**src/rtl/clock_pkg.sv**
```systemverilog
// Shared encodings and period helper for the clock timebase.
package clock_pkg;

  typedef logic [2:0] mode_t;

  localparam mode_t MODE_NORM = 3'd0;
  localparam mode_t MODE_X100 = 3'd1;
  localparam mode_t MODE_X500 = 3'd2;
  localparam mode_t MODE_X50K = 3'd3;
  localparam mode_t MODE_BYP  = 3'd4;

  localparam int unsigned DIV_NORM = 1;
  localparam int unsigned DIV_X100 = 100;
  localparam int unsigned DIV_X500 = 500;
  localparam int unsigned DIV_X50K = 50000;

  // Second period in clock cycles. Bypass uses a period of one so the counter
  // wraps on every running cycle; unused codes fall back to normal speed.
  function automatic int unsigned sec_period(input mode_t mode, input int unsigned clk_hz);
    case (mode)
      MODE_X100: sec_period = clk_hz / DIV_X100;
      MODE_X500: sec_period = clk_hz / DIV_X500;
      MODE_X50K: sec_period = clk_hz / DIV_X50K;
      MODE_BYP:  sec_period = 1;
      default:   sec_period = clk_hz / DIV_NORM;
    endcase
  endfunction

endpackage

```
**src/rtl/clock_tick_gen_if.sv**
```systemverilog
// Control inputs and tick outputs of the clock timebase.
interface clock_tick_gen_if;
  import clock_pkg::*;

  mode_t mode;
  logic  run;
  logic  clr;
  logic  tick_sec;
  logic  tick_half;
  logic  blink;
  logic  tick_scan;

  modport master (
    output mode, run, clr,
    input  tick_sec, tick_half, blink, tick_scan
  );

  modport slave (
    input  mode, run, clr,
    output tick_sec, tick_half, blink, tick_scan
  );

endinterface

```
**src/rtl/tick_counter.sv**
```systemverilog
// Modulo-N counter with enable, synchronous clear and a registered wrap pulse.
module tick_counter #(
  parameter int unsigned CNT_W = 26
) (
  input  logic             clk_i,
  input  logic             rst_ni,
  input  logic             en_i,
  input  logic             clr_i,
  input  logic [CNT_W-1:0] n_i,
  output logic [CNT_W-1:0] cnt_o,
  output logic             wrap_o
);

  logic [CNT_W-1:0] cnt_d, cnt_q;
  logic             wrap_d, wrap_q;
  logic             last;

  assign last = (cnt_q == n_i - CNT_W'(1));

  // Next count: clear wins, otherwise advance and wrap at N-1.
  always_comb begin
    cnt_d  = cnt_q;
    wrap_d = 1'b0;
    if (clr_i) begin
      cnt_d = '0;
    end else if (en_i) begin
      if (last) begin
        cnt_d  = '0;
        wrap_d = 1'b1;
      end else begin
        cnt_d = cnt_q + CNT_W'(1);
      end
    end
  end

  // Count and wrap-pulse registers.
  always_ff @(posedge clk_i or negedge rst_ni) begin
    if (!rst_ni) begin
      cnt_q  <= '0;
      wrap_q <= 1'b0;
    end else begin
      cnt_q  <= cnt_d;
      wrap_q <= wrap_d;
    end
  end

  assign cnt_o  = cnt_q;
  assign wrap_o = wrap_q;

endmodule

```
**src/rtl/clock_tick_gen.sv**
```systemverilog
// Timebase: second, half-second and blink outputs in scaled time, plus a
// free-running display-scan tick. All outputs are single-cycle enables.
module clock_tick_gen
  import clock_pkg::*;
#(
  parameter int unsigned CLK_HZ  = 50_000_000,
  parameter int unsigned SCAN_HZ = 1000,
  parameter int unsigned CNT_W   = 26
) (
  input logic             clk_in_50M,
  input logic             rst_n,
  clock_tick_gen_if.slave bus
);

  localparam int unsigned SCAN_DIV = CLK_HZ / SCAN_HZ;

  mode_t            mode_q;
  logic [CNT_W-1:0] period;
  logic [CNT_W-1:0] half_last;
  logic [CNT_W-1:0] sec_cnt;
  logic [CNT_W-1:0] unused_scan_cnt;
  logic             mode_chg, byp, sec_clr, sec_en;
  logic             wrap_hit, half_hit;
  logic             tick_half_d, tick_half_q;
  logic             blink_d, blink_q;
  logic             tick_sec, tick_scan;

  assign period    = CNT_W'(sec_period(mode_q, CLK_HZ));
  assign half_last = (period >> 1) - CNT_W'(1);

  // A mode change restarts the second timebase and swallows that cycle's tick.
  assign mode_chg = (bus.mode != mode_q);
  assign byp      = (mode_q == MODE_BYP);
  assign sec_clr  = bus.clr | mode_chg;
  assign sec_en   = bus.run & ~sec_clr;

  // Bypass wraps every cycle but must not produce half ticks or move blink.
  assign wrap_hit = sec_en & ~byp & (sec_cnt == period - CNT_W'(1));
  assign half_hit = sec_en & ~byp & (sec_cnt == half_last);

  // Next mid-period pulse and blink level.
  always_comb begin
    tick_half_d = half_hit;
    blink_d     = blink_q;
    if (bus.clr) begin
      blink_d = 1'b0;
    end else if (wrap_hit || half_hit) begin
      blink_d = ~blink_q;
    end
  end

  // Mode, half-tick and blink registers.
  always_ff @(posedge clk_in_50M or negedge rst_n) begin
    if (!rst_n) begin
      mode_q      <= MODE_NORM;
      tick_half_q <= 1'b0;
      blink_q     <= 1'b0;
    end else begin
      mode_q      <= bus.mode;
      tick_half_q <= tick_half_d;
      blink_q     <= blink_d;
    end
  end

  tick_counter #(
    .CNT_W(CNT_W)
  ) u_sec (
    .clk_i (clk_in_50M),
    .rst_ni(rst_n),
    .en_i  (sec_en),
    .clr_i (sec_clr),
    .n_i   (period),
    .cnt_o (sec_cnt),
    .wrap_o(tick_sec)
  );

  tick_counter #(
    .CNT_W(CNT_W)
  ) u_scan (
    .clk_i (clk_in_50M),
    .rst_ni(rst_n),
    .en_i  (1'b1),
    .clr_i (1'b0),
    .n_i   (CNT_W'(SCAN_DIV)),
    .cnt_o (unused_scan_cnt),
    .wrap_o(tick_scan)
  );

  assign bus.tick_sec  = tick_sec;
  assign bus.tick_half = tick_half_q;
  assign bus.blink     = blink_q;
  assign bus.tick_scan = tick_scan;

endmodule

```
**src/flat_wrapper.sv**
```systemverilog
// flat-port wrapper written by rule: the top's interface ports become plain ports
module clock_tick_gen_flat import clock_pkg::*;
#(
  parameter int unsigned CLK_HZ  = 50_000_000,
  parameter int unsigned SCAN_HZ = 1000,
  parameter int unsigned CNT_W   = 26
)
  (clk_in_50M, rst_n, bus_mode, bus_run, bus_clr, bus_tick_sec, bus_tick_half, bus_blink, bus_tick_scan);
  clock_tick_gen_if bus_i ();
  input logic clk_in_50M;
  input logic rst_n;
  input wire logic [$bits(bus_i.mode)-1:0] bus_mode;
  input wire logic [$bits(bus_i.run)-1:0] bus_run;
  input wire logic [$bits(bus_i.clr)-1:0] bus_clr;
  output wire logic [$bits(bus_i.tick_sec)-1:0] bus_tick_sec;
  output wire logic [$bits(bus_i.tick_half)-1:0] bus_tick_half;
  output wire logic [$bits(bus_i.blink)-1:0] bus_blink;
  output wire logic [$bits(bus_i.tick_scan)-1:0] bus_tick_scan;
  assign bus_i.mode = bus_mode;
  assign bus_i.run = bus_run;
  assign bus_i.clr = bus_clr;
  assign bus_tick_sec = bus_i.tick_sec;
  assign bus_tick_half = bus_i.tick_half;
  assign bus_blink = bus_i.blink;
  assign bus_tick_scan = bus_i.tick_scan;
  clock_tick_gen #(.CLK_HZ(CLK_HZ), .SCAN_HZ(SCAN_HZ), .CNT_W(CNT_W)) u_core (.clk_in_50M(clk_in_50M), .rst_n(rst_n), .bus(bus_i));
endmodule
```
**config.mk**
```make
export PLATFORM = sky130hd
export DESIGN_NAME = clock_tick_gen_flat
export DESIGN_NICKNAME = d
export VERILOG_FILES = /design/src/rtl/clock_pkg.sv /design/src/rtl/clock_tick_gen_if.sv /design/src/rtl/tick_counter.sv /design/src/rtl/clock_tick_gen.sv /design/src/flat_wrapper.sv
export SDC_FILE = /design/constraint.sdc
export NUM_CORES = 1
export LEC_CHECK = 0
export BUFFER_PORTS_ARGS = -buffer_cell sky130_fd_sc_hd__buf_4
export CAP_MARGIN = 15
export CORE_ASPECT_RATIO = 2
export CORE_MARGIN = 2
export CORE_UTILIZATION = 45
export DETAILED_ROUTE_END_ITERATION = 7
export GPL_ROUTABILITY_DRIVEN = 1
export SYNTH_ARGS = -nofsm -noshare
export SYNTH_HDL_FRONTEND = slang
export SYNTH_SLANG_ARGS = --single-unit
export TNS_END_PERCENT = 100
```
**constraint.sdc**
```tcl
create_clock -name clk_in_50M -period 6 [get_ports clk_in_50M]
set_clock_uncertainty 0.15 [all_clocks]
set_input_delay 0.9 -clock clk_in_50M [delete_from_list [all_inputs] [get_ports clk_in_50M]]
set_output_delay 0.9 -clock clk_in_50M [all_outputs]
set_load 0.01 [all_outputs]
```
# --- After elaboration in Yosys (flattened, before gate mapping) ---
# Cells that the tools add are included.
classes:
  n_eq_ne: 8
  muxes: 11
  bitwise: 8
  addsub: 4
  reduce_logical: 3
op_table:
  columns: ["operator", "n"]
  rows:
  - ["$mux W26", 4]
  - ["$pmux W26 S4", 1]
  - ["$add A26 B1 Y26 const B", 2]
  - ["$eq A26 B26 Y1", 2]
  - ["$eq A26 B16 Y1 const B", 1]
  - ["$sub A25 B1 Y26 const B", 1]
  - ["$sub A26 B1 Y26 const B", 1]
  - ["$eq A3 B2 Y1 const B", 2]
  - ["$mux W1", 6]
  - ["$and A1 B1 Y1", 4]
  - ["$reduce_bool A2 Y1", 2]
  - ["$eq A3 B1 Y1 const B", 1]
  - ["$eq A3 B3 Y1 const B", 1]
  - ["$ne A3 B3 Y1", 1]
  - ["$not A1 Y1", 3]
  - ["$logic_or A1 B1 Y1", 1]
  - ["$or A1 B1 Y1", 1]
totals:
  input_bits: 7
  register_bits: 59
  out_inout_bits: 4
  wordCells: 41

# --- Depth between registers and ports, before layout ---
# Gate-level depths: netlist (run 1).
depth:
  word_depth: 9
  mapped_depth: 15
  depth_no_buf: 12

# --- Modules after synthesis ---
# A second synthesis (run 1) with hierarchy kept.
unflattened:
  hier_cells: 826
  area_unflattened_um2: 6336.1
modules_own_cells:
  columns: ["module", "cells_per_inst", "area_each_um2", "instances"]
  rows:
  - ["tick_counter", 308, 2448.6, 2]
  - ["clock_tick_gen", 210, 1438.9, 1]

# --- Least setup slack after synthesis (run 1) ---
# No wires, ideal clock.
synth_timing:
  kind: "flip-flop to flip-flop"
  start: "register u_core.mode_q[0]"
  end: "register u_core.blink_q, in the netlist u_core.bus.blink"
  synth_period_minus_slack_ps: 3159
  setup_ps: 128
  stages_incl_launch_ff: 15
  setup_slack_ps: 2841
  t_arrival_ps: 2882
  t_required_ps: 5722
  path_cell_list: "dfrtp_1 buf_4 buf_2 nand2_1 ha_1 buf_4 buf_4 a31o_2 ha_1 xor2_1 o2111ai_1 nor3_1 o2111ai_1 o32ai_2 mux2_1"
synth_between:
  elab_chain_len: 8
  elab_cells_between_ends: 19
  classes_between: "add/sub: 2; eq/ne: 7; mux: 1; bitwise: 7; reduce/logical: 2"
synth_lines:
  columns: ["item", "line", "rtl"]
  rows:
  - ["start: declaration", "clock_tick_gen.sv:17", "mode_t mode_q;"]
  - ["start signal: assignment", "clock_tick_gen.sv:59", "mode_q <= bus.mode;"]
  - ["parallel branches: the longest is 6 deep, another holds $sub A26 B1 Y26", null, null]
  - ["$logic_or A1 B1 Y1 *", "clock_tick_gen.sv:47", "end else if (wrap_hit || half_hit) begin"]
  - ["$reduce_bool A2 Y1 (no source line) *", null, null]
  - ["end signal: assignment", "clock_tick_gen.sv:61", "blink_q <= blink_d;"]
  - ["end: declaration", "clock_tick_gen.sv:25", "logic blink_d, blink_q;"]
# Mark *: on every way between the ends.
# A chain may end at the register's enable or synchronous reset.

# --- Worst setup path in the final report (run 1) ---
layout_timing:
  start: "register u_core.mode_q[2]"
  end: "register u_core.blink_q, in the netlist u_core.bus.blink"
# The elaborated chain is that of the path after synthesis.

==> results of run 1 <==
-- layout by cell type (no fill, tap or decap), drive strengths merged, types with 4 or more instances in the layout --
cell type and count:
buf 11, nor4 8, and3 16, nand3 33, a21oi 18, nor3 9
nand2 50, or4 4, nand4 13, ha 5, nand2b 7, clkbuf 9
xnor2 18, a22o 4, a221o 6, o21ai 13, mux2i 5, and2 4
inv 10, dfrtp 59, or3 7, o2111ai 4, xor2 19, nor2 44
and4 7, nor2b 6
-- cell families after synthesis --
kind of cell             share of synthesized area
XOR/XNOR                                   0.08816
flip-flops                                  0.3756
AND/OR/NAND/NOR                             0.3020
buffers and inverters                      0.05442
adder cells (fa/ha/maj)                    0.01591
multiplexers                               0.01846
AO/OA/AOI/OAI                               0.1454
-- layer usage --
metal / vias to the layer above / track usage / wire [um]
met5: - / 0 / 0
met4: 0 / 0.1709 / 485
met3: 26 / 0.03410 / 216
met2: 51 / 0.4259 / 5836
met1: 1564 / 0.2356 / 3891
li1: 1571 / - / -
-- final cells by class --
type                    instances  area [um2]
clock buffers                   9       225.2
clock inverters                 7       92.59
multi-input cells             340        2241
flip-flops and latches         59        1476
well taps                     100       125.1
fillers                       828        4303
repair buffers                 11       82.58
inverters                      11       42.54
-- worst max-delay path by stage --
stage	endpoint	depth (start not counted)	slack, ns	start
2_1_floorplan	u_core.bus.blink	14	2.84	u_core.mode_q[0]
3_3_place_gp	u_core.bus.blink	12	1.89	u_core.mode_q[2]
3_5_place_dp	u_core.u_sec.cnt_o[2]	12	1.79	u_core.mode_q[2]
4_1_cts	u_core.bus.blink	12	1.76	u_core.mode_q[2]
5_1_grt	u_core.u_sec.cnt_o[2]	12	1.46	u_core.mode_q[2]
6_report	u_core.bus.blink	12	1.75	u_core.mode_q[2]
-- report_power, final --
| part | internal, mW | switching [mW] | leakage (nW) |
|---|---|---|---|
| registers | 0.399 | 0.00769 | 0.803 |
| clock network | 0.361 | 0.188 | 0.147 |
| logic | 0.0239 | 0.0431 | 0.950 |
-- state kept, by name, indices dropped and copies added, names as in the netlist --
name and flops:
u_core.u_scan.cnt_o 26, u_core.u_sec.cnt_o 26, u_core.mode_q 3, u_core.bus.blink 1
u_core.bus.tick_half 1, u_core.u_scan.wrap_o 1, u_core.u_sec.wrap_o 1
==> results.json, run 1 <==
{
  "core.rowCount": 48,
  "r2r_cells": 12,
  "power_density_nw_per_um2": 238.8,
  "ir_drop_uv": 131.9,
  "clk_pin_slew_ns": 0.05,
  "cp-start-kind": "register",
  "finalCriticalPeriod_ns": 4.247,
  "whs_endpoint": "u_core.u_scan.cnt_o[25]",
  "ys_types": 69,
  "drc": 0,
  "ctsLongestPathBuffers": 2,
  "numCtsBuffers": 9,
  "gp_congestion": 0.8873,
  "cp_cell_sequence": "nor3b_2 > inv_2 > ha_1 > and4bb_1 > inv_1 > ha_1 > xor2_1 > o2111ai_1 > nor3_1 > o2111ai_1 > o32ai_2 > mux2_1",
  "synth_common_cells": "dfrtp_1, nand2_1, nor2_1",
  "final_area_um2": 4285,
  "placed_cells": 521,
  "endpoint_kind": "register",
  "dpl_cell_area_um2": 3968,
  "pre_cts_ws_ns": 1.787,
  "crit_buf_inv": 2,
  "cts_resized": 0,
  "yosysSeqAreaShare": 0.3756,
  "grt_pass1_vias": 3188,
  "via_count": 3212,
  "grt_pass1_wl_mm": 16.90,
  "synth.most_common_cell": "dfrtp_1",
  "critPathKind": "register to register",
  "vias_per_cell": 5.981,
  "stdcell_count": 537,
  "status": "complete, no violations",
  "fin_total_pwr_mw": 1.023,
  "ctsHtreeMaxLevel": 3,
  "cts_tree": "done",
  "synth_top_area_frac": 0.3756,
  "diodes": 0,
  "cts.sinks": 59,
  "timing.final.crit_share": 0.7079,
  "synth_warnings": 0,
  "syn_avg_cell_area_um2": 8.976,
  "yosys_most_used_dff": "dfrtp_1",
  "gr-total-overflow": 0,
  "synthesis.nets": 450,
  "leakagePower_nw": 1.901,
  "yosysTopAreaCell": "dfrtp_1",
  "tightest_slew_ns": 1.141,
  "crit_family": "simple AND/OR/NAND/NOR gates",
  "layout_setup_ws_ns": 1.753,
  "post_cts_buffers": 0,
  "ant_nets": 0,
  "hp-start": "u_core.u_scan.cnt_o[25]",
  "crit_required_ns": 6.06,
  "hpwlAfterDp_mm": 7.624,
  "die_height_um": 136.2,
  "slowest_stage": "dfrtp_1",
  "crit_path_max_fanout": 24,
  "port_buffers": 10,
  "hold_path.class": "register to register",
  "worstPathArrival_ns": 4.30,
  "r2r_start": "u_core.mode_q[2]",
  "hold_buffers": 0,
  "async_flop_share": 1.000,
  "grtUsageTotal": 0.2333,
  "setup-violations-final": 0,
  "clockRootBuffer": "clkbuf_16",
  "clk_latency_ns": 0.33,
  "antenna_found_initial": 0,
  "reg2reg_to": "u_core.bus.blink",
  "start_util": 0.4578,
  "drive_gt1_frac": 0.1190,
  "wl_per_cell_um": 19.42,
  "cap_violations": 0,
  "area_growth_syn_to_layout_pct": 9.007,
  "fp.coreArea_um2": 8588,
  "grt_max_degree": 60,
  "slew_headroom": 0.2387,
  "routed_wl_mm": 10.43,
  "ys_ff_latch": 59,
  "cp_slowest_stage_delay_ns": 0.83,
  "regToRegSetupSlack_ns": 1.75,
  "holdWs_ns": 0.3225,
  "fin_tns_setup_ns": 0,
  "drt_first_pass_iters": 4,
  "nets": 444,
  "hold_path_depth": 1,
  "netlist_top_cells_area": "dfrtp_1, nand2_1, nand3_1",
  "die_area_um2": 9545,
  "max_freq_mhz": 235.4,
  "fp.dieW_um": 70.09,
  "drtIter0Drc": 135,
  "synthCells": 438,
  "syn_area_um2": 3931,
  "synth_edf_count": 0,
  "final_util": 0.4990,
  "rsz0062_at_grt": "false",
  "report.final.hold_viol_count": 0,
  "slew_viol_final": 0,
  "pin_count": 11
}
(Power assumes the default switching activity.)
==> run 2, diff against run 1 <==
==> constraint.sdc (replaced) <==
create_clock -name clk_in_50M -period 3.66 [get_ports clk_in_50M]
set_clock_uncertainty 0.15 [all_clocks]
set_input_delay 0.549 -clock clk_in_50M [delete_from_list [all_inputs] [get_ports clk_in_50M]]
set_output_delay 0.549 -clock clk_in_50M [all_outputs]
set_load 0.01 [all_outputs]
==> run 2 against run 1 <==
Clock power increased by 89%. Clock-buffer cell count grew 1. First-iteration DRC count up 17%. Cell count is 1.7% higher. Die area stayed put. Critical path depth is the same. Non-clock buffer count is 9 higher. Register-to-register slack lost 1.5 ns. Critical endpoint unchanged. Largest cell class unchanged.
==> results.json, run 2 (synthesis gave the netlist of run 1 again) <==
{
  "status": "complete, no violations",
  "diodes": 0,
  "area_growth_syn_to_layout_pct": 12.19,
  "timing.final.crit_share": 0.9346,
  "max_freq_mhz": 292.3,
  "drt_first_pass_iters": 4,
  "clockRootBuffer": "clkbuf_16",
  "num-fill-cells": 823,
  "r2r_cells": 12,
  "die_area_um2": 9545,
  "power_density_nw_per_um2": 413.4,
  "endpoint_kind": "register",
  "critPathCapture": "u_core.bus.blink",
  "numCtsBuffers": 9,
  "vias_per_cell": 6.115,
  "crit_required_ns": 3.72,
  "fp.coreArea_um2": 8588,
  "clk_pin_slew_ns": 0.05,
  "grt_max_degree": 60,
  "ant_nets": 0,
  "gr-total-overflow": 0,
  "layout_common_cells": "dfrtp_1, nand2_1, nor2_1, nand3_1, buf_4",
  "setup-violations-final": 0,
  "ctsHtreeMaxLevel": 3,
  "layout_setup_ws_ns": 0.2394,
  "grt_pass1_wl_mm": 17.18,
  "reg2reg_to": "u_core.bus.blink",
  "cts.sinks": 59,
  "worstPathArrival_ns": 3.48,
  "pre_cts_ws_ns": 0.2314,
  "antenna_found_initial": 0,
  "report.final.hold_viol_count": 0,
  "rsz0062_at_grt": "false",
  "cp-start-kind": "register",
  "die_height_um": 136.2,
  "slew_headroom": 0.3990,
  "drtIter0Drc": 158,
  "fp.dieW_um": 70.09,
  "cts_tree": "done",
  "grtUsageTotal": 0.2339,
  "multi_input_area_um2": 2250,
  "worstSetupStartpoint": "u_core.mode_q[1]",
  "ff_latch_area_um2": 1479,
  "routed_wl_mm": 10.59,
  "r2r_start": "u_core.mode_q[1]",
  "final_util": 0.5135,
  "finalCriticalPeriod_ns": 3.421,
  "pin_count": 11,
  "regToRegSetupSlack_ns": 0.24,
  "critPathKind": "register to register",
  "crit_path_max_fanout": 10,
  "gp_congestion": 0.9807,
  "clk_latency_ns": 0.33,
  "drive_gt1_frac": 0.1413,
  "slew_viol_final": 0,
  "grt_pass1_vias": 3287,
  "hold_path.class": "primary input to async pin",
  "tightest_slew_ns": 0.9015,
  "wl_per_cell_um": 19.40,
  "via_count": 3339,
  "drc": 0,
  "hpwlAfterDp_mm": 7.648,
  "start_util": 0.4578,
  "fin_total_pwr_mw": 1.823,
  "cap_violations": 0,
  "nets": 454,
  "core.rowCount": 48,
  "ctsLongestPathBuffers": 2,
  "final_common_cell": "dfrtp_1",
  "port_buffers": 10,
  "placed_cells": 530,
  "fin_tns_setup_ns": 0,
  "leakagePower_nw": 1.977,
  "stdcell_count": 546,
  "ir_drop_uv": 233.0
}
[run 2: worst min path at each step]
stage | slack (ns) | to | cells after the start
after floorplan | 0.10 | u_core.bus.blink | 0
after global placement | 0.31 | u_core.u_scan.cnt_o[25] | 1
after detailed placement | 0.32 | u_core.u_scan.cnt_o[25] | 1
after CTS | 0.18 | u_core.u_scan.wrap_o | 1
after global routing | 0.20 | u_core.u_scan.cnt_o[0] | 1
final | 0.13 | u_core.u_scan.wrap_o | 1
[run 2: repair_timing]
action | in CTS | in global routing
gates resized for setup | 0 | 2
setup buffers | 0 | 0
hold buffers | 0 | 0
setup endpoints to repair | 0 | 17
[run 2: metal layers]
layer,up-vias,GRT usage,part of all wire
met2,90,0.4148,0.53
met3,45,0.03632,0.028
met1,1622,0.2427,0.37
met4,0,0.1784,0.079
li1,1582,-,-
met5,-,0,0
[run 2: worst max-delay path, stage by stage (launching register included)]
cell,delay [ns]
dfrtp_2,0.47
nor3b_2,0.23
inv_2,0.09
ha_1,0.30
and4bb_1,0.35
inv_1,0.09
ha_1,0.29
xor2_1,0.22
o2111ai_1,0.19
nor3_1,0.21
o2111ai_1,0.16
o32ai_2,0.20
mux2_1,0.35
[run 2: report_power, final]
| part | switching [mW] | total, mW | internal [mW] |
|---|---|---|---|
| clock | 0.291 | 1.04 | 0.746 |
| sequential | 0.00357 | 0.659 | 0.656 |
| combinational | 0.0824 | 0.127 | 0.0447 |
| total | 0.377 | 1.82 | 1.45 |
[run 2: through the flow]
stage                     cell area [um2]  hold WS [ns]
after floorplan                      3931        0.1034
after detailed placement             4035        0.3223
final                                4410        0.1284
after global routing                 4410        0.1964
after CTS                            4399        0.1792
after global placement               4035        0.3138
[run 2: layout make-up]
type,count,area share
Clock inverter,5,0.02837
Multi-Input combinational cell,341,0.5101
Timing Repair Buffer,20,0.03404
Inverter,11,0.009645
Sequential cell,59,0.3353
Clock buffer,10,0.05418
Tap cell,100,0.02837
==> run 3, diff against run 2 <==
==> constraint.sdc (replaced) <==
create_clock -name clk_in_50M -period 3.66 [get_ports clk_in_50M]
set_clock_uncertainty 0.15 [all_clocks]
set_input_delay 0.366 -clock clk_in_50M [delete_from_list [all_inputs] [get_ports clk_in_50M]]
set_output_delay 0.366 -clock clk_in_50M [all_outputs]
set_load 0.01 [all_outputs]
==> run 3 against run 2 <==
Worst setup slack better by 0.032 ns. Clock power about the same. Combinational power hardly changed. Global-route usage unchanged. Cell count up 0.18%. Sequential cell count did not move. Critical endpoint unchanged. Highest routed layer unchanged.
==> results.json, run 3 (synthesis gave the netlist of run 1 again) <==
{
  "status": "complete, no violations",
  "die_height_um": 136.2,
  "final_area_um2": 4420,
  "crit_required_ns": 3.72,
  "holdWs_ns": 0.02657,
  "layout_common_cells": "dfrtp_1, nand2_1, nor2_1, nand3_1, buf_4",
  "stdcell_count": 547,
  "crit_buf_inv": 2,
  "area_growth_syn_to_layout_pct": 12.44,
  "numCtsBuffers": 9,
  "slew_viol_final": 0,
  "diodes": 0,
  "slew_headroom": 0.3980,
  "cts.sinks": 59,
  "via_count": 3317,
  "hold_path.class": "primary input to register",
  "ant_nets": 0,
  "gr-total-overflow": 0,
  "post_cts_buffers": 0,
  "ctsHtreeMaxLevel": 3,
  "finalCriticalPeriod_ns": 3.389,
  "drt_first_pass_iters": 4,
  "endpoint_kind": "register",
  "cp_slowest_stage_delay_ns": 0.46,
  "cap_violations": 0,
  "gp_congestion": 0.9807,
  "clockRootBuffer": "clkbuf_16",
  "ir_drop_uv": 232.6,
  "grt_pass1_vias": 3287,
  "drc": 0,
  "power_density_nw_per_um2": 412.7,
  "hpwlAfterDp_mm": 7.648,
  "fin_tns_setup_ns": 0,
  "wl_per_cell_um": 19.52,
  "placed_cells": 530,
  "leakagePower_nw": 1.981,
  "die_area_um2": 9545,
  "fin_total_pwr_mw": 1.824,
  "crit_path_max_fanout": 10,
  "slowest_stage": "dfrtp_2",
  "crit_family": "simple AND/OR/NAND/NOR gates",
  "regToRegSetupSlack_ns": 0.27,
  "antenna_found_initial": 0,
  "vias_per_cell": 6.064,
  "report.final.hold_viol_count": 0,
  "cp_cell_sequence": "nor3b_2 > inv_2 > ha_1 > and4bb_1 > inv_1 > ha_1 > xor2_1 > o2111ai_1 > nor3_1 > o2111ai_1 > o32ai_2 > mux2_1",
  "nets": 455,
  "critPathKind": "register to register",
  "grt_pass1_wl_mm": 17.18,
  "num-fill-cells": 821,
  "drive_gt1_frac": 0.1409,
  "grtUsageTotal": 0.2339,
  "ctsLongestPathBuffers": 2,
  "port_buffers": 10,
  "rsz0062_at_grt": "false",
  "cp-start-kind": "register",
  "max_freq_mhz": 295.1,
  "tightest_slew_ns": 0.9029,
  "grt_max_degree": 60,
  "worstPathArrival_ns": 3.45,
  "clk_pin_slew_ns": 0.05,
  "core.rowCount": 48,
  "pin_count": 11,
  "fp.coreArea_um2": 8588,
  "fp.dieW_um": 70.09,
  "final_common_cell": "dfrtp_1",
  "timing.final.crit_share": 0.9259,
  "drtIter0Drc": 149,
  "routed_wl_mm": 10.68,
  "dpl_cell_area_um2": 4035,
  "cts_tree": "done",
  "start_util": 0.4578,
  "setup-violations-final": 0,
  "clk_latency_ns": 0.33
}
run 3: cell count changes in the layout (fill, tap and decap cells not counted), sizes merged:
cell	change
dlygate4sd3	+1
run 3: repair_timing:
item / in CTS / in global routing
hold buffers: 1 / 0
gates resized for setup: 0 / 2
hold endpoints to repair: 8 / 0
setup endpoints to repair: 0 / 17
run 3: power breakdown:
group | internal, mW | total, mW | switching (mW)
Clock | 0.747 | 1.04 | 0.291
Combinational | 0.0454 | 0.128 | 0.0825
Sequential | 0.655 | 0.659 | 0.00352
Total | 1.45 | 1.82 | 0.377
run 3: area by class of cell:
| cell class | count | area (um2) | share of cell area |
|---|---|---|---|
| multi-input cells | 341 | 2250 | 0.5089 |
| flip-flops and latches | 59 | 1479 | 0.3346 |
| clock buffers | 10 | 239.0 | 0.05406 |
| repair buffers | 21 | 160.2 | 0.03623 |
| clock inverters | 5 | 125.1 | 0.02830 |
| well taps | 100 | 125.1 | 0.02830 |
| inverters | 11 | 42.54 | 0.009624 |
run 3: through the flow:
step | setup WS (ns) | utilization
after floorplan | 0.5005 | -
after global placement | 0.2874 | 0.4698
after detailed placement | 0.2314 | 0.4698
after CTS | 0.2045 | 0.5134
after global routing | 0.007958 | 0.5147
final | 0.2712 | 0.5147
run 3: final timing paths:
check | from | endpoint | depth (start not counted)
hold / removal | bus_mode[2] | u_core.mode_q[2] | 1
setup / recovery | u_core.mode_q[1] | u_core.bus.blink | 12
max in group asynchronous | rst_n | u_core.mode_q[2] | 2
hold reg to reg | u_core.u_scan.cnt_o[25] | u_core.u_scan.cnt_o[25] | 1
setup reg to reg | u_core.mode_q[1] | u_core.bus.blink | 12
min in group asynchronous | rst_n | u_core.u_scan.wrap_o | 2
run 3: per-layer routing:
| layer | vias to the layer above | GRT usage | share of wire |
|---|---|---|---|
| met2 | 79 | 0.4148 | 0.53 |
| li1 | 1582 | - | - |
| met5 | - | 0 | 0 |
| met3 | 43 | 0.03632 | 0.029 |
| met1 | 1613 | 0.2427 | 0.36 |
| met4 | 0 | 0.1784 | 0.073 |
